**src/rtl/vga_timing_gen_pkg.sv**
```systemverilog
// ============================================================================
// vga_timing_pkg : standard VGA mode constants and raster total helpers
// Rev 1.0
// ============================================================================
`default_nettype none

package vga_timing_pkg;

   // 800x600 @ 72 Hz, 50 MHz pixel clock
   localparam int M800_H_ACTIVE = 800;
   localparam int M800_H_FP     = 56;
   localparam int M800_H_SYNC   = 120;
   localparam int M800_H_BP     = 64;
   localparam int M800_V_ACTIVE = 600;
   localparam int M800_V_FP     = 37;
   localparam int M800_V_SYNC   = 6;
   localparam int M800_V_BP     = 23;

   // 640x480 @ 60 Hz, 25.175 MHz pixel clock
   localparam int M640_H_ACTIVE = 640;
   localparam int M640_H_FP     = 16;
   localparam int M640_H_SYNC   = 96;
   localparam int M640_H_BP     = 48;
   localparam int M640_V_ACTIVE = 480;
   localparam int M640_V_FP     = 10;
   localparam int M640_V_SYNC   = 2;
   localparam int M640_V_BP     = 33;

   // 1024x768 @ 60 Hz, 65 MHz pixel clock
   localparam int M1024_H_ACTIVE = 1024;
   localparam int M1024_H_FP     = 24;
   localparam int M1024_H_SYNC   = 136;
   localparam int M1024_H_BP     = 160;
   localparam int M1024_V_ACTIVE = 768;
   localparam int M1024_V_FP     = 3;
   localparam int M1024_V_SYNC   = 6;
   localparam int M1024_V_BP     = 29;

   function automatic int axis_total(input int sync, input int bp,
                                     input int active, input int fp);
      return sync + bp + active + fp;
   endfunction

   function automatic int h_total(input int h_sync, input int h_bp,
                                  input int h_active, input int h_fp);
      return axis_total(h_sync, h_bp, h_active, h_fp);
   endfunction

   function automatic int v_total(input int v_sync, input int v_bp,
                                  input int v_active, input int v_fp);
      return axis_total(v_sync, v_bp, v_active, v_fp);
   endfunction

endpackage

`default_nettype wire

```
**src/rtl/vga_timing_gen_if.sv**
```systemverilog
// ============================================================================
// vga_timing_gen_if : pixel enable in, raster timing bundle out
// Rev 1.0
// ============================================================================
`default_nettype none

interface vga_timing_gen_if #(
   parameter int CW = 11
);
   logic          ce;
   logic          VGA_HS;
   logic          VGA_VS;
   logic          valid;
   logic          vblank;
   logic [CW-1:0] X;
   logic [CW-1:0] Y;
   logic          line_start;
   logic          frame_start;

   modport master (
      input  ce,
      output VGA_HS, VGA_VS, valid, vblank, X, Y, line_start, frame_start
   );

   modport slave (
      output ce,
      input  VGA_HS, VGA_VS, valid, vblank, X, Y, line_start, frame_start
   );
endinterface

`default_nettype wire

```
**src/rtl/vga_axis_counter.sv**
```systemverilog
// ============================================================================
// vga_axis_counter : one raster axis (sync, back porch, active, front porch)
// Rev 1.0
// ============================================================================
`default_nettype none

module vga_axis_counter
   import vga_timing_pkg::*;
#(
   parameter int SYNC   = 120,
   parameter int BP     = 64,
   parameter int ACTIVE = 800,
   parameter int FP     = 56,
   parameter int CW     = 11
) (
   input  wire logic          clk,
   input  wire logic          rst_n,
   input  wire logic          inc,
   output logic [CW-1:0]      cnt,
   output logic               wrap,
   output logic               in_sync,
   output logic               in_active
);

   localparam int            TOTAL     = axis_total(SYNC, BP, ACTIVE, FP);
   localparam logic [CW-1:0] LAST      = CW'(TOTAL - 1);
   localparam logic [CW-1:0] SYNC_END  = CW'(SYNC);
   localparam logic [CW-1:0] ACT_START = CW'(SYNC + BP);
   localparam logic [CW-1:0] ACT_END   = CW'(SYNC + BP + ACTIVE);
   localparam logic [CW-1:0] ONE       = CW'(1);

   logic [CW-1:0] cnt_d;
   logic [CW-1:0] cnt_q;

   always_comb begin
      cnt_d = cnt_q;
      if (inc) begin
         cnt_d = (cnt_q == LAST) ? '0 : cnt_q + ONE;
      end
   end

   always_ff @(posedge clk or negedge rst_n) begin
      if (!rst_n) begin
         cnt_q <= '0;
      end else begin
         cnt_q <= cnt_d;
      end
   end

   // wrap flags the last count so the next axis can step in the same cycle
   assign cnt       = cnt_q;
   assign wrap      = (cnt_q == LAST);
   assign in_sync   = (cnt_q < SYNC_END);
   assign in_active = (cnt_q >= ACT_START) && (cnt_q < ACT_END);

endmodule

`default_nettype wire

```
**src/rtl/vga_timing_gen.sv**
```systemverilog
// ============================================================================
// vga_timing_gen : parametrised VGA raster timing with registered outputs
// Rev 1.0
// ============================================================================
`default_nettype none

module vga_timing_gen
   import vga_timing_pkg::*;
#(
   parameter int   CW       = 11,
   parameter int   H_ACTIVE = M800_H_ACTIVE,
   parameter int   H_FP     = M800_H_FP,
   parameter int   H_SYNC   = M800_H_SYNC,
   parameter int   H_BP     = M800_H_BP,
   parameter int   V_ACTIVE = M800_V_ACTIVE,
   parameter int   V_FP     = M800_V_FP,
   parameter int   V_SYNC   = M800_V_SYNC,
   parameter int   V_BP     = M800_V_BP,
   parameter logic HS_POL   = 1'b1,
   parameter logic VS_POL   = 1'b1
) (
   input  wire logic        VGA_CLK,
   input  wire logic        RST_N,
   vga_timing_gen_if.master vga
);

   localparam logic [CW-1:0] H_START = CW'(H_SYNC + H_BP);
   localparam logic [CW-1:0] V_START = CW'(V_SYNC + V_BP);

   logic [CW-1:0] h_cnt;
   logic [CW-1:0] v_cnt;
   logic          h_wrap;
   logic          v_wrap;
   logic          h_sync;
   logic          v_sync;
   logic          h_act;
   logic          v_act;
   logic          v_inc;

   assign v_inc = vga.ce && h_wrap;

   vga_axis_counter #(
      .SYNC   (H_SYNC),
      .BP     (H_BP),
      .ACTIVE (H_ACTIVE),
      .FP     (H_FP),
      .CW     (CW)
   ) u_h_axis (
      .clk       (VGA_CLK),
      .rst_n     (RST_N),
      .inc       (vga.ce),
      .cnt       (h_cnt),
      .wrap      (h_wrap),
      .in_sync   (h_sync),
      .in_active (h_act)
   );

   vga_axis_counter #(
      .SYNC   (V_SYNC),
      .BP     (V_BP),
      .ACTIVE (V_ACTIVE),
      .FP     (V_FP),
      .CW     (CW)
   ) u_v_axis (
      .clk       (VGA_CLK),
      .rst_n     (RST_N),
      .inc       (v_inc),
      .cnt       (v_cnt),
      .wrap      (v_wrap),
      .in_sync   (v_sync),
      .in_active (v_act)
   );

   logic          hs_d, hs_q;
   logic          vs_d, vs_q;
   logic          valid_d, valid_q;
   logic          vblank_d, vblank_q;
   logic [CW-1:0] x_d, x_q;
   logic [CW-1:0] y_d, y_q;
   logic          line_start_d, line_start_q;
   logic          frame_start_d, frame_start_q;
   logic          act;

   assign act = h_act && v_act;

   // Levels hold while ce is low; strobes drop so a pulse spans one ce only.
   always_comb begin
      hs_d          = hs_q;
      vs_d          = vs_q;
      valid_d       = valid_q;
      vblank_d      = vblank_q;
      x_d           = x_q;
      y_d           = y_q;
      line_start_d  = 1'b0;
      frame_start_d = 1'b0;
      if (vga.ce) begin
         hs_d          = h_sync ? HS_POL : ~HS_POL;
         vs_d          = v_sync ? VS_POL : ~VS_POL;
         valid_d       = act;
         vblank_d      = !v_act;
         x_d           = act ? (h_cnt - H_START) : '0;
         y_d           = act ? (v_cnt - V_START) : '0;
         line_start_d  = (h_cnt == '0);
         frame_start_d = (h_cnt == '0) && (v_cnt == '0);
      end
   end

   always_ff @(posedge VGA_CLK or negedge RST_N) begin
      if (!RST_N) begin
         hs_q          <= ~HS_POL;
         vs_q          <= ~VS_POL;
         valid_q       <= 1'b0;
         vblank_q      <= 1'b1;
         x_q           <= '0;
         y_q           <= '0;
         line_start_q  <= 1'b0;
         frame_start_q <= 1'b0;
      end else begin
         hs_q          <= hs_d;
         vs_q          <= vs_d;
         valid_q       <= valid_d;
         vblank_q      <= vblank_d;
         x_q           <= x_d;
         y_q           <= y_d;
         line_start_q  <= line_start_d;
         frame_start_q <= frame_start_d;
      end
   end

   assign vga.VGA_HS      = hs_q;
   assign vga.VGA_VS      = vs_q;
   assign vga.valid       = valid_q;
   assign vga.vblank      = vblank_q;
   assign vga.X           = x_q;
   assign vga.Y           = y_q;
   assign vga.line_start  = line_start_q;
   assign vga.frame_start = frame_start_q;

   // v_wrap only matters inside the vertical counter itself
   logic unused_ok;
   assign unused_ok = v_wrap;

endmodule

`default_nettype wire
```
**src/flat_wrapper.sv**
```systemverilog
// flat-port wrapper written by rule: the top's interface ports become plain ports
module vga_timing_gen_flat import vga_timing_pkg::*;
#(
   parameter int   CW       = 11,
   parameter int   H_ACTIVE = M800_H_ACTIVE,
   parameter int   H_FP     = M800_H_FP,
   parameter int   H_SYNC   = M800_H_SYNC,
   parameter int   H_BP     = M800_H_BP,
   parameter int   V_ACTIVE = M800_V_ACTIVE,
   parameter int   V_FP     = M800_V_FP,
   parameter int   V_SYNC   = M800_V_SYNC,
   parameter int   V_BP     = M800_V_BP,
   parameter logic HS_POL   = 1'b1,
   parameter logic VS_POL   = 1'b1
)
  (VGA_CLK, RST_N, vga_ce, vga_VGA_HS, vga_VGA_VS, vga_valid, vga_vblank, vga_X, vga_Y, vga_line_start, vga_frame_start);
  vga_timing_gen_if #(.CW(CW)) vga_i ();
  input  wire logic VGA_CLK;
  input  wire logic RST_N;
  input wire logic [$bits(vga_i.ce)-1:0] vga_ce;
  output wire logic [$bits(vga_i.VGA_HS)-1:0] vga_VGA_HS;
  output wire logic [$bits(vga_i.VGA_VS)-1:0] vga_VGA_VS;
  output wire logic [$bits(vga_i.valid)-1:0] vga_valid;
  output wire logic [$bits(vga_i.vblank)-1:0] vga_vblank;
  output wire logic [$bits(vga_i.X)-1:0] vga_X;
  output wire logic [$bits(vga_i.Y)-1:0] vga_Y;
  output wire logic [$bits(vga_i.line_start)-1:0] vga_line_start;
  output wire logic [$bits(vga_i.frame_start)-1:0] vga_frame_start;
  assign vga_i.ce = vga_ce;
  assign vga_VGA_HS = vga_i.VGA_HS;
  assign vga_VGA_VS = vga_i.VGA_VS;
  assign vga_valid = vga_i.valid;
  assign vga_vblank = vga_i.vblank;
  assign vga_X = vga_i.X;
  assign vga_Y = vga_i.Y;
  assign vga_line_start = vga_i.line_start;
  assign vga_frame_start = vga_i.frame_start;
  vga_timing_gen #(.CW(CW), .H_ACTIVE(H_ACTIVE), .H_FP(H_FP), .H_SYNC(H_SYNC), .H_BP(H_BP), .V_ACTIVE(V_ACTIVE), .V_FP(V_FP), .V_SYNC(V_SYNC), .V_BP(V_BP), .HS_POL(HS_POL), .VS_POL(VS_POL)) u_core (.VGA_CLK(VGA_CLK), .RST_N(RST_N), .vga(vga_i));
endmodule
```
**config.mk**
```make
export PLATFORM = sky130hd
export DESIGN_NAME = vga_timing_gen_flat
export DESIGN_NICKNAME = d
export VERILOG_FILES = /design/src/rtl/vga_timing_gen_pkg.sv /design/src/rtl/vga_timing_gen_if.sv /design/src/rtl/vga_axis_counter.sv /design/src/rtl/vga_timing_gen.sv /design/src/flat_wrapper.sv
export SDC_FILE = /design/constraint.sdc
export NUM_CORES = 1
export LEC_CHECK = 0
export CORE_MARGIN = 2
export CORE_UTILIZATION = 30
export CTS_CLUSTER_DIAMETER = 150
export DETAILED_ROUTE_END_ITERATION = 10
export HOLD_SLACK_MARGIN = 0.06
export PLACE_DENSITY_LB_ADDON = 0.25
export SYNTH_ARGS = -nofsm -noshare
export SYNTH_HDL_FRONTEND = slang
export SYNTH_SLANG_ARGS = --single-unit
```
**constraint.sdc**
```tcl
create_clock -name VGA_CLK -period 2.6 [get_ports VGA_CLK]
set_input_delay 0.65 -clock VGA_CLK [delete_from_list [all_inputs] [get_ports VGA_CLK]]
set_output_delay 0.65 -clock VGA_CLK [all_outputs]
set_load 0.005 [all_outputs]
```
Yosys cells after proc, flatten, opt, wreduce, memory -nomap -nowiden
Cells that the tools add are included.

word-level totals
  bits of input ports = 3
  logic and storage cells = 38
  bits in registers = 50
  output and inout bits = 28

operators by class
  add/sub/neg operators = 4
  reduce and logical (&&, ||, !) cells = 8
  order comparisons = 6
  muxes and demuxes = 8
  eq/ne operators = 2

operators with widths
  cell                   count
  $mux 11                4
  $add 11x1->11 const B  2
  $logic_not 11->1       2
  $lt 11x10->1 const B   2
  $eq 11x10->1 const B   1
  $eq 11x11->1 const B   1
  $ge 11x5->1 const B    1
  $ge 11x8->1 const B    1
  $lt 11x3->1 const B    1
  $lt 11x7->1 const B    1
  $sub 11x5->11 const B  1
  $sub 11x8->11 const B  1
  $logic_and 1x1->1      5
  $mux 1                 4
  $logic_not 1->1        1

Depth between registers and ports, before layout
  depth after elaboration = 4
  depth in mapped cells = 8
  depth with buffers taken out = 6

By module
A second synthesis with hierarchy kept.

second synthesis, totals
  cells, all modules = 260
  area, all modules = 2,722.6 um2

modules (own cells, without submodules)
  module                               area each (um2)  instances  seq. area each (um2)  cells an instance
  vga_timing_gen                       1,420.1          1          701.9                 127
  vga_axis_counter at u_core.u_v_axis  714.4            1          275.3                 77
  vga_axis_counter at u_core.u_h_axis  588.1            1          275.3                 56

Worst setup path after synthesis
Ideal clock, no wire load.

  kind = reg2reg
  from = reg u_core.u_h_axis.cnt_q[3], in the netlist u_core.u_h_axis.cnt[3]
  to = reg u_core.x_q[10], in the netlist u_core.vga.X[10]
  clock period less this slack = 1,755 ps
  setup time = 146 ps
  cell stages (with the launch flop) = 7
  slack = 845 ps
  buffers on the path = 1
  data required time = 2,454 ps
  arrival = 1,610 ps
  cell sequence = dfrtp_1 > ha_1 > a21o_1 > a21oi_1 > a21o_1 > buf_2 > o32ai_2

between the ends
  longest elaborated chain between the ends = 4
  elaborated cells between the ends (all ways) = 6
  those cells by class = add/sub: 1; order compare: 2; mux: 1; reduce/logical: 2

RTL lines
  item                                         RTL line                text
  start: declaration                           vga_axis_counter.sv:33  logic [CW-1:0] cnt_q;
  start signal: assignment                     vga_axis_counter.sv:46  cnt_q <= cnt_d;
  $ge 11x8->1 or $lt 11x10->1 (tied branches)  vga_axis_counter.sv:54  assign in_active = (cnt_q >= ACT_START) && (cnt_q < ACT_END);
  $logic_and 1x1->1                            vga_axis_counter.sv:54
  $logic_and 1x1->1                            vga_timing_gen.sv:84    assign act = h_act && v_act;
  $mux 11 *                                    vga_timing_gen.sv:101   x_d = act ? (h_cnt - H_START) : '0;
  end signal: assignment                       vga_timing_gen.sv:114   x_q <= '0;
  end signal: assignment                       vga_timing_gen.sv:123   x_q <= x_d;
  end: declaration                             vga_timing_gen.sv:78    logic [CW-1:0] x_d, x_q;

Every way passes the cells marked *; elsewhere a longest branch is shown, timed or not.
A chain may end at the register's enable or synchronous reset.

Worst setup path after layout
  from = reg u_core.vblank_q, in the netlist u_core.vga.vblank
  to = out vga_vblank

RTL lines
  item                      RTL line               text
  start: declaration        vga_timing_gen.sv:77   logic vblank_d, vblank_q;
  start signal: assignment  vga_timing_gen.sv:122  vblank_q <= vblank_d;
  end: declaration          flat_wrapper.sv:24     output wire logic [$bits(vga_i.vblank)-1:0] vga_vblank;

No word-level cell between the ends.

==> results.md <==
Route:
- Wires add up to 6.28 mm.
- After detailed routing, the number of vias per cell comes to approximately 4.7.
- The initial detailed-routing violation count is between 150 and 200.
- The number of detailed-route iterations in the first pass is 4.
- In this run the remaining antenna-violating nets after routing total 0.
- The routed length per instance is 14.6 um.
- The total via count after detailed routing is 2,035.
- In the routed design, unresolved DRC markers number 0.

Worst setup path:
- STA classifies the critical path endpoint as a primary output.
- On the critical path the largest part of the delay comes from flip-flops.
- The slowest stage cell on the critical path is dfstp_2.
- Together, buffers and inverters on the worst path number 1.
- The critical path launch point is u_core.vga.vblank$_DFFE_PN1P_.
- The critical path in this run is classified as reg -> out.
- The origin of the critical flop-to-flop path is u_core.u_v_axis.cnt[0]$_DFFE_PN0P_.
- For the worst setup path, the data arrival time is between 1000 and 1500 ps.
- STA classifies the critical path startpoint as a register.
- The largest stage delay on the critical path is about 550 ps.
- Walking the worst path, the cells encountered are clkdlybuf4s50_1.
- STA puts the critical path data required time at 1950 ps.
- Of all nets on the critical path, the largest fanout is 2.

Global route:
- The number of antenna violations at the first check in global routing is 0.
- The number of global-route vias before repair is 2,062.
- The residual overflow from global routing is 0.
- Across every metal layer, demand over resource in global routing totals 0.130.
- The pin count of the biggest net entering global routing is 34.
- The first global-routing pass estimated 10.7 mm of wire.

Finish:
- The area growth from synthesis to layout is 15.2%.
- The final core area utilization is 0.359.
- The antenna diode count is 0.
- The share of cells above drive strength 1 is 0.147.
- The post-layout instance count excluding filler cells is 429.
- The net count of the finished layout is 309.

Clock network:
- The number of clock sinks is 50.
- For this design, the CTS-stage hold fixing added 0 buffers.
- After clock tree synthesis, the repair step resized 0 gates.
- The number of levels in the clock H-tree is 2.
- The clock latency on the worst-skew pair is 310 ps.
- The post-CTS setup buffer count is 0.
- Clock-pin slew was measured on the worst setup and hold paths at around 100 ps.
- The number of buffers on the longest clock path is 2.
- In this run the clock root is driven by a clkbuf_8.
- TritonCTS created 5 clock buffers.
- TritonCTS built the clock tree.

Synthesis:
- The number of enable flip-flop cells after synthesis is 0.
- The library cell with the largest summed area after synthesis is dfrtp_1.
- The share of the synthesized area in the top cell type is 0.421.
- The share of the Yosys chip area taken by registers is 0.430.
- For this run, the leading register cell type out of synthesis is dfrtp_1.
- The most common cell in the netlist is dfrtp_1.
- Counting instances in the post-synthesis netlist gives the leading cell types as dfrtp_1, inv_1, o32ai_2.
- The fraction of registers with async set/reset is 1.00.
- The cell area that synthesis handed to floorplanning was between 2000 and 3000 um^2.
- Yosys attributes the largest share of cell area to dfrtp_1, o32ai_2, inv_1, xnor2_1, ha_1.
- Synthesis inferred 50 register bits.
- The synthesized netlist contains between 50 and 60 unique library cells.
- The synthesized area per cell is 10.4 um^2.
- The synthesis warning total is 0.
- Counting every net in the synthesized netlist gives 289.
- After technology mapping, the gate count stands at 279.

STA:
- Setup violations remaining at the end of the flow were counted as 0.
- The number of hold violations in the final report is 0.
- Based on the critical path, the design can be clocked at up to 0.497 GHz.
- The final hold slack is 269 ps.
- On the final layout, the worst clock skew is 13.2 ps.
- The worst slew margin relative to its limit is 0.702.
- Setup repair after global routing left no endpoint under its margin.
- The ratio of final minimum period to clock period is 0.774.
- Setup total negative slack on the finished layout was measured at 0 ps.
- The final max-slew violation count came to 0.
- The worst-margin pin slew is 447 ps.
- The final critical-path required period is 2010 ps.

Floorplanning:
- In this run the standard cell core region covers 9330 um^2.
- The die covers 10,500 um^2.
- The vertical die dimension is 103 um.
- The I/O pin count is 31.
- The initial utilization of the core area, before any placement, comes to 0.312.
- After floorplanning, the core was divided into 35 placement rows.
- The die outline width is 103 um.

Place:
- The weighted congestion at the end of routability-driven global placement is ~0.81.
- In this run the tool buffered the top-level ports with 30 buffer cells.
- Detailed placement ended at an HPWL of 4.42 mm.
- After detailed placement, the design holds a cell count of 421.

Power:
- The design draws about 1.6 mW.
- The share of total power dissipated in sequential elements is 0.557.
- The worst IR drop on VDD is 0.241 mV.
- The switching power is 0.490 mW.
- Of the total power, combinational logic draws 0.136.
- In this run the power density over the cells is 484 nW/um^2.
- Summed over all cells, the static leakage comes to 1.32 nW.
- The share of total power consumed by net switching is 0.302.
- Of the total power, the clock network draws 0.306.
- Internal power comes to 1.13 mW.

Run:
- The tool flagged a number of max-cap violations equal to 0.

Status:
- The run finished with clean final reports.

Min path:
- The path type of the worst min-delay path is in -> async.
==> placed cells by master, fill, tap and decap left out, types with 2 or more instances in the layout <==
| cell type | count |
|---|---|
| clkbuf_8 | 6 |
| buf_4 | 6 |
| nor2_1 | 15 |
| xor2_1 | 9 |
| and3_1 | 4 |
| nand2b_1 | 3 |
| clkdlybuf4s50_1 | 29 |
| nor4_1 | 3 |
| inv_1 | 36 |
| dfrtp_1 | 49 |
| nor3_1 | 5 |
| nor2b_1 | 2 |
| xnor2_1 | 14 |
| o32ai_1 | 2 |
| a21oi_1 | 6 |
| o21ai_0 | 15 |
| a21o_1 | 2 |
| ha_1 | 7 |
| nand2_1 | 16 |
| and4_1 | 3 |
| and4b_1 | 2 |
| nor3_2 | 2 |
| nand3_1 | 11 |
| nand4_1 | 6 |
| o2bb2ai_1 | 2 |
| o32ai_2 | 19 |
==> path summary, 6_finish.rpt <==
path | to | slack (ps) | cells after the start
hold / removal | u_core.vga.Y[3]$_DFFE_PN0P_ | 270 | 1
setup / recovery | vga_vblank | 590 | 1
setup reg to reg | u_core.u_v_axis.cnt[9]$_DFFE_PN0P_ | 610 | 5
max in group asynchronous | u_core.vga.Y[6]$_DFFE_PN0P_ | 1800 | 2
hold reg to reg | u_core.vga.X[4]$_DFFE_PN0P_ | 530 | 2
min in group VGA_CLK | u_core.vga.X[4]$_DFFE_PN0P_ | 530 | 2
==> state kept, by name (all words and copies together) (netlist names) <==
name,cells
u_core.vga.line_start,1
u_core.u_h_axis.cnt,11
u_core.vga.VGA_VS,1
u_core.vga.Y,11
u_core.vga.vblank,1
u_core.vga.frame_start,1
u_core.vga.X,11
u_core.vga.VGA_HS,1
u_core.u_v_axis.cnt,11
u_core.vga.valid,1
==> routing by layer <==
| layer | GRT usage | routed length (um) | up-vias |
|---|---|---|---|
| met2 | 0.191 | 2660 | 49 |
| met4 | 0.0503 | 121 | 0 |
| met5 | 0 | 0 | - |
| met3 | 0.0231 | 269 | 9 |
| li1 | - | - | 1010 |
| met1 | 0.190 | 3230 | 967 |
==> cells by family (layout without fill, tap and decap cells) <==
kind of cell / after synthesis / after routing / synth area share
buffers and inverters: 60 / 81 / 0.108
xor gates and xnor gates: 23 / 23 / 0.0692
adders and majority gates: 7 / 7 / 0.0301
and+or+nand+nor: 80 / 80 / 0.156
DFF: 50 / 50 / 0.430
AOI/OAI and AO/OA: 56 / 56 / 0.196
muxes: 3 / 3 / 0.0112
==> metrics by stage <==
stage	cell area [um^2]	setup slack [ps]
5_1_grt	3350	438
2_1_floorplan	2910	845
6_report	3350	588
3_5_place_dp	3250	246
3_3_place_gp	3250	299
4_1_cts	3350	569
==> power by group through the flow <==
stage,Clock (mW),Sequential (mW),Combinational [mW]
3_3_place_gp,0,0.915,0.227
2_1_floorplan,0,0.866,0.212
4_1_cts,0.515,0.900,0.226
3_5_place_dp,0,0.915,0.226
6_report,0.497,0.904,0.221
5_1_grt,0.552,0.910,0.252
==> final cells by class <==
| type | instances | area (um^2) |
|---|---|---|
| inverters | 36 | 135 |
| clock inverters | 2 | 16.3 |
| fillers | 955 | 5970 |
| flip-flops and latches | 50 | 1250 |
| repair buffers | 37 | 360 |
| clock buffers | 6 | 82.6 |
| multi-input cells | 169 | 1350 |
| well taps | 129 | 161 |
Note: power is estimated with default switching activity, not from simulation.
